File: src/rtl/mem_access_pkg.sv
// Shared types and helpers for the MEM stage: memory op codes, FSM states and
// lane/alignment predicates used by both the stage and the load extender.
package mem_access_pkg;

   typedef enum logic [3:0] {
      NONE = 4'd0,
      LB,
      LBU,
      LH,
      LHU,
      LW,
      SB,
      SH,
      SW
   } mem_op_t;

   typedef enum logic {
      IDLE = 1'b0,
      BUSY = 1'b1
   } state_t;

   localparam int LANES = 4;

   function automatic logic is_load(input mem_op_t op);
      return op inside {LB, LBU, LH, LHU, LW};
   endfunction

   function automatic logic is_store(input mem_op_t op);
      return op inside {SB, SH, SW};
   endfunction

   function automatic logic is_misaligned(input mem_op_t op, input logic [1:0] lane);
      case (op)
         LH, LHU, SH: return lane[0];
         LW, SW:      return |lane;
         default:     return 1'b0;
      endcase
   endfunction

   // Halfword selection looks only at lane[1], so a stray lane[0] is ignored.
   function automatic logic [LANES-1:0] lane_enable(input mem_op_t op, input logic [1:0] lane);
      case (op)
         LB, LBU, SB: return 4'b0001 << lane;
         LH, LHU, SH: return lane[1] ? 4'b1100 : 4'b0011;
         default:     return 4'b1111;
      endcase
   endfunction

endpackage

File: src/rtl/mem_access_load_extend.sv
// Selects the addressed byte/half lane of a little-endian load word and
// sign- or zero-extends it according to the load op.
module load_extend
   import mem_access_pkg::*;
(
   input  logic [31:0] rdata,
   input  logic [1:0]  lane,
   input  mem_op_t     op,
   output logic [31:0] data
);

   logic [31:0] shifted;
   logic [7:0]  byte_val;
   logic [15:0] half_val;

   always_comb begin
      shifted  = rdata >> {lane, 3'b000};
      byte_val = shifted[7:0];
      half_val = lane[1] ? rdata[31:16] : rdata[15:0];
      case (op)
         LB:      data = {{24{byte_val[7]}}, byte_val};
         LBU:     data = {24'h000000, byte_val};
         LH:      data = {{16{half_val[15]}}, half_val};
         LHU:     data = {16'h0000, half_val};
         default: data = rdata;
      endcase
   end

endmodule

File: src/rtl/mem_access.sv
// MIPS MEM stage: stage register, req/ack data-memory FSM and load extension.
// Optional misaligned-access trap is enabled by defining MEM_ALIGN_CHECK_EN.
module mem_access
   import mem_access_pkg::*;
#(
   parameter int DATA_WIDTH     = 32,
   parameter int REG_ADDR_WIDTH = 5
) (
   input  logic                      clk,
   input  logic                      rst,
   input  logic                      valid_EX,
   input  logic [DATA_WIDTH-1:0]     data_out_EX,
   input  logic [DATA_WIDTH-1:0]     rdata_2_EX,
   input  logic [REG_ADDR_WIDTH-1:0] target_EX,
   input  logic                      we_reg_EX,
   input  mem_op_t                   mem_op_EX,
   input  logic [DATA_WIDTH-1:0]     hi_EX,
   input  logic [DATA_WIDTH-1:0]     lo_EX,
   input  logic                      we_hi,
   input  logic                      we_lo,
   output logic                      stall_req,
   output logic                      valid_MEM,
   output logic [DATA_WIDTH-1:0]     data_out_MEM,
   output logic [REG_ADDR_WIDTH-1:0] target_MEM,
   output logic                      we_reg_MEM,
   output logic [DATA_WIDTH-1:0]     hi_MEM,
   output logic [DATA_WIDTH-1:0]     lo_MEM,
   output logic                      we_hi_MEM,
   output logic                      we_lo_MEM,
   output logic                      addr_err,
   output logic                      dmem_req,
   output logic                      dmem_we,
   output logic [DATA_WIDTH-1:0]     dmem_addr,
   output logic [LANES-1:0]          dmem_be,
   output logic [DATA_WIDTH-1:0]     dmem_wdata,
   input  logic [DATA_WIDTH-1:0]     dmem_rdata,
   input  logic                      dmem_ack
);

   state_t                    state;
   logic                      r_valid;
   logic                      r_we_reg;
   logic                      r_we_hi;
   logic                      r_we_lo;
   mem_op_t                   r_op;
   logic [DATA_WIDTH-1:0]     load_data;
   logic [DATA_WIDTH-1:0]     store_data;
   logic                      ex_misaligned;
   logic                      start_access;

`ifdef MEM_ALIGN_CHECK_EN
   logic r_err;
   assign ex_misaligned = is_misaligned(mem_op_EX, data_out_EX[1:0]);
   assign addr_err      = valid_MEM & r_err;
`else
   assign ex_misaligned = 1'b0;
   assign addr_err      = 1'b0;
`endif

   assign start_access = valid_EX && (mem_op_EX != NONE) && !ex_misaligned;

   always_comb begin
      case (mem_op_EX)
         SB:      store_data = {4{rdata_2_EX[7:0]}};
         SH:      store_data = {2{rdata_2_EX[15:0]}};
         default: store_data = rdata_2_EX;
      endcase
   end

   // The stage register still holds the effective address while BUSY, so its
   // low bits pick the load lane.
   load_extend u_load_extend (
      .rdata (dmem_rdata),
      .lane  (data_out_MEM[1:0]),
      .op    (r_op),
      .data  (load_data)
   );

   assign stall_req  = (state == BUSY);
   assign valid_MEM  = r_valid && (state == IDLE);
   assign we_reg_MEM = valid_MEM && r_we_reg && !addr_err;
   assign we_hi_MEM  = valid_MEM && r_we_hi;
   assign we_lo_MEM  = valid_MEM && r_we_lo;

   always_ff @(posedge clk) begin
      if (rst) begin
         state        <= IDLE;
         r_valid      <= 1'b0;
         r_we_reg     <= 1'b0;
         r_we_hi      <= 1'b0;
         r_we_lo      <= 1'b0;
         r_op         <= NONE;
         data_out_MEM <= '0;
         target_MEM   <= '0;
         hi_MEM       <= '0;
         lo_MEM       <= '0;
         dmem_req     <= 1'b0;
         dmem_we      <= 1'b0;
         dmem_addr    <= '0;
         dmem_be      <= '0;
         dmem_wdata   <= '0;
`ifdef MEM_ALIGN_CHECK_EN
         r_err        <= 1'b0;
`endif
      end else begin
         case (state)
            IDLE: begin
               r_valid      <= valid_EX;
               r_we_reg     <= we_reg_EX;
               r_we_hi      <= we_hi;
               r_we_lo      <= we_lo;
               r_op         <= mem_op_EX;
               data_out_MEM <= data_out_EX;
               target_MEM   <= target_EX;
               hi_MEM       <= hi_EX;
               lo_MEM       <= lo_EX;
`ifdef MEM_ALIGN_CHECK_EN
               r_err        <= valid_EX && (mem_op_EX != NONE) && ex_misaligned;
`endif
               if (start_access) begin
                  state      <= BUSY;
                  dmem_req   <= 1'b1;
                  dmem_we    <= is_store(mem_op_EX);
                  dmem_addr  <= {data_out_EX[DATA_WIDTH-1:2], 2'b00};
                  dmem_be    <= lane_enable(mem_op_EX, data_out_EX[1:0]);
                  dmem_wdata <= store_data;
               end
            end
            BUSY: begin
               if (dmem_ack) begin
                  state    <= IDLE;
                  dmem_req <= 1'b0;
                  if (is_load(r_op)) begin
                     data_out_MEM <= load_data;
                  end
               end
            end
            default: state <= IDLE;
         endcase
      end
   end

endmodule

File: config.mk
export PLATFORM = sky130hd
export DESIGN_NAME = mem_access
export DESIGN_NICKNAME = d
export VERILOG_FILES = /design/src/rtl/mem_access_pkg.sv /design/src/rtl/mem_access_load_extend.sv /design/src/rtl/mem_access.sv
export SDC_FILE = /design/constraint.sdc
export NUM_CORES = 1
export LEC_CHECK = 0
export CORE_UTILIZATION = 42
export DETAILED_ROUTE_END_ITERATION = 8
export GPL_TIMING_DRIVEN = 0
export PLACE_DENSITY = 0.88
export SETUP_SLACK_MARGIN = 0.02
export SLEW_MARGIN = 30
export SYNTH_ARGS = -nofsm -noshare
export SYNTH_HDL_FRONTEND = slang
export SYNTH_SLANG_ARGS = --single-unit
File: constraint.sdc
create_clock -name clk -period 2.6 [get_ports clk]
set_clock_uncertainty 0.1 [all_clocks]
set_input_delay 0.52 -clock clk [delete_from_list [all_inputs] [get_ports clk]]
set_output_delay 0.52 -clock clk [all_outputs]
set_load 0.03 [all_outputs]
==> summary.md <==
| Metric | Value |
|---|---|
| Worst skew pair latency | `about 0.43 ns` |
| Crit path max-delay family | `buffers and inverters` |
| TritonCTS buffer count | `17` |
| Netlist cell types | `56` |
| Clock power share | `between 30% and 40%` |
| Wire length per cell | `19.76 um` |
| Starting DRT DRC Count | `between 300 and 400` |
| Yosys warns | `0` |
| WL final | `around 29,000 um` |
| Sequential area share after synthesis | `a little under half` |
| Switching Fraction | `between 30% and 40%` |
| Initial antenna violation count | `1` |
| Combinational power share | `26.2%` |
| Die ar. | `about 0.019 mm^2` |
| Post-DP HPWL | `between 20,000 and 25,000 um` |
| H-tree depth | `4` |
| Mean post-synth cell area | `9.018 um^2` |
| Post-Syn Area | `around 0.0076 mm^2` |
| Most frequent cell after synthesis | `dfxtp_1` |
| Crit. End Element | `output pin` |
| First-pass GRT wire length | `41,950 um` |
| Max-slew violation count | `0` |
| Sw power | `approximately 2.5 mW` |
| Largest net degree at the start of global routing | `20` |
| Via/cell ratio | `5.350` |
| Area leader, netlist | `dfxtp_1` |
| Pwr Density | `approximately 630 mW/mm^2` |
| Clock sinks | `around 180` |
| Worst r2r src | `r_op[3]$_SDFFE_PP0N_` |
| Core outline area | `between 0.015 and 0.02 mm^2` |
| Cells along the critical path | `clkbuf_4, nor2b_1, and2_1, dlygate4sd2_1` |
| Cell Rows | `48` |
| Post-synth EDFFs | `0` |
| Internal power | `between 5 and 6 mW` |
| Req. time, crit path | `~2 ns` |
| Hold Fails Final Rpt | `0` |
| Placed cell area | `about 0.011 mm^2` |
| IO Pins | `between 300 and 400` |
| Commonest cells post-synth | `dfxtp_1, nor2_1, nand2_1` |
| Drt drc | `0` |
| Root buf cell | `clkbuf_16` |
| Final Cell Area | `roughly 0.012 mm^2` |
| Unrepaired setup endpoints after global routing | `no` |
| Clock buffer depth | `2` |
| First drt pass iteration count | `5` |
| Yosys reg bits | `178` |
| Slowest library cell on the worst path | `dlygate4sd2_1` |
| Ys flop type | `dfxtp_1` |
| Routability cong. | `slightly above 1` |
| Util after Layout | `68.41%` |
| Layout cells sized above 1 | `under 10%` |
| Outcome | `finished, final reports clean` |
| Worst-Margin Slew | `0.9483 ns` |
| Critical path launch point | `stall_req$_SDFF_PP0_` |
| Global route overflow | `0` |
| Overall Global Routing Usage | `30.13%` |
| Relative slew slack | `between 30 and 40%` |
| Async S/R FF share, synth | `0%` |
| WP data arrival | `1.85 ns` |
| Overall die width | `around 140 um` |
| Area contributors post-synth | `dfxtp_1, mux2i_1, nor2_1, nand2_1, a21oi_1` |
| Worst path max stage delay | `about 0.42 ns` |
| Post-synthesis cell count | `approximately 850` |
| Pre-CTS WS | `-0.4677 ns` |
| Tmin final | `about 2.5 ns` |
| CTS Hold Bufs | `0` |
| Worst Path Max Fanout | `19` |
| Leakage | `between 4 and 5 nW` |
| Port Buf Inserts | `347` |
| # fillers | `1,357` |
| Final ANT Viol Nets | `0` |
| CTS tree | `done` |
| Clk pin slew, worst setup/hold paths | `0.08 ns` |
| Hold slack | `0.3555 ns` |
| Yosys top cell area share | `around 47%` |
| Chip height | `136.9 um` |
| Period utilisation layout | `a little over nine tenths` |
| Final Worst Setup Slack | `0.1313 ns` |
| Maximum VDD drop | `~0.0005 V` |
| Max cap viols | `0` |
| Buf+Inv Stages, Crit Path | `2` |
| Area delta synth->final | `56.87%` |
| Hold_sp | `dmem_addr[10]$_SDFFE_PP0P_` |
| Max Clock Freq | `between 400 and 500 MHz` |
| Sequential share of power | `about two fifths` |
| Final Setup Violations | `0` |
| Startpoint Class | `register` |
| Detailed-route via count | `just under 8,000` |
| Vias in the first global route | `between 7,000 and 8,000` |
| Initial Util | `approximately 44%` |
| Kind of critical path | `reg2out` |
| Final #Nets | `around 1,400` |
| Hold WC Path Type | `reg2reg` |
[metal layers]
metal	vias to the layer above	part of all wire, %	track usage, %
met4	0	4.5	16.06
met3	72	8.3	8.333
met5	-	0	0
met1	3623	37	31.94
li1	3694	-	-
met2	395	50	53.96
[per-stage QoR]
| step | TNS (ns) | instances | total power, mW |
|---|---|---|---|
| after global placement | -25.13 | 1422 | 5.049 |
| after floorplan | 0 | 850 | 4.152 |
| after detailed placement | -33.83 | 1422 | 5.081 |
| final | 0 | 1455 | 7.565 |
| after CTS | 0 | 1453 | 7.589 |
| after global routing | 0 | 1455 | 7.830 |
[final timing paths]
check | to | slack, ns | cells after the start
min reg2reg | dmem_addr[10]$_SDFFE_PP0P_ | 0.36 | 2
min | dmem_addr[10]$_SDFFE_PP0P_ | 0.36 | 2
max | we_reg_MEM | 0.13 | 4
max reg2reg | data_out_MEM[23]$_SDFFE_PP0P_ | 0.32 | 7
[worst reg2reg max path, cell delays in order (launching register included)]
cell and delay, ns:
dfxtp_1 0.30, buf_2 0.19, inv_1 0.13, nand4_2 0.29, nand2_1 0.25, clkbuf_1 0.44, nor2_1 0.11, a2111oi_2 0.36
[final cells by class]
type	count	area (um^2)	area share, %
Clock buffer	18	439.2	3.661
Tap cell	225	281.5	2.347
Multi-Input combinational cell	600	3747	31.24
Timing Repair Buffer	348	3480	29.01
Antenna cell	1	2.502	0.02086
Clock inverter	14	136.4	1.137
Sequential cell	178	3563	29.70
Buffer	69	339.1	2.826
Inverter	2	7.507	0.06258
[kinds of logic after synthesis]
kind of cell	count (synthesis)	share of synthesized area, %
buf+inv	72	4.499
compound gates	174	17.05
xor+xnor	2	0.2291
flops	178	46.60
simple gates	310	17.02
mux	111	14.56
other cells	1	0.04904
[cells in the final DEF (no fill, tap or decap), types with 5 or more instances in the layout]
master	count
a2111oi_0	6
a2111oi_2	10
a211oi_1	26
a21oi_1	54
a31oi_1	7
a32o_1	7
buf_2	19
buf_4	5
clkbuf_1	35
clkbuf_16	17
clkdlybuf4s50_1	343
dfxtp_1	178
inv_6	6
mux2i_1	109
nand2_1	130
nor2_1	145
nor2b_1	9
o211ai_1	15
o21ai_0	11
o21ba_2	5
o22a_2	8
o32ai_1	7
[timing repair]
item                                    CTS  global route
endpoints found under the setup margin    7             4
cloned                                    0             0
pin swaps                                 0             0
gates resized for setup                   6             3
hold endpoints to repair                  0             0
setup buffers                             0             0
[power groups by stage]
stage,clock [mW],combinational [mW],sequential (mW)
after floorplan,0,0.666,3.49
after global routing,2.66,2.10,3.07
final,2.53,1.99,3.05
after global placement,0,1.95,3.10
after detailed placement,0,1.97,3.11
after CTS,2.56,1.98,3.05
(Power assumes the default switching activity.)
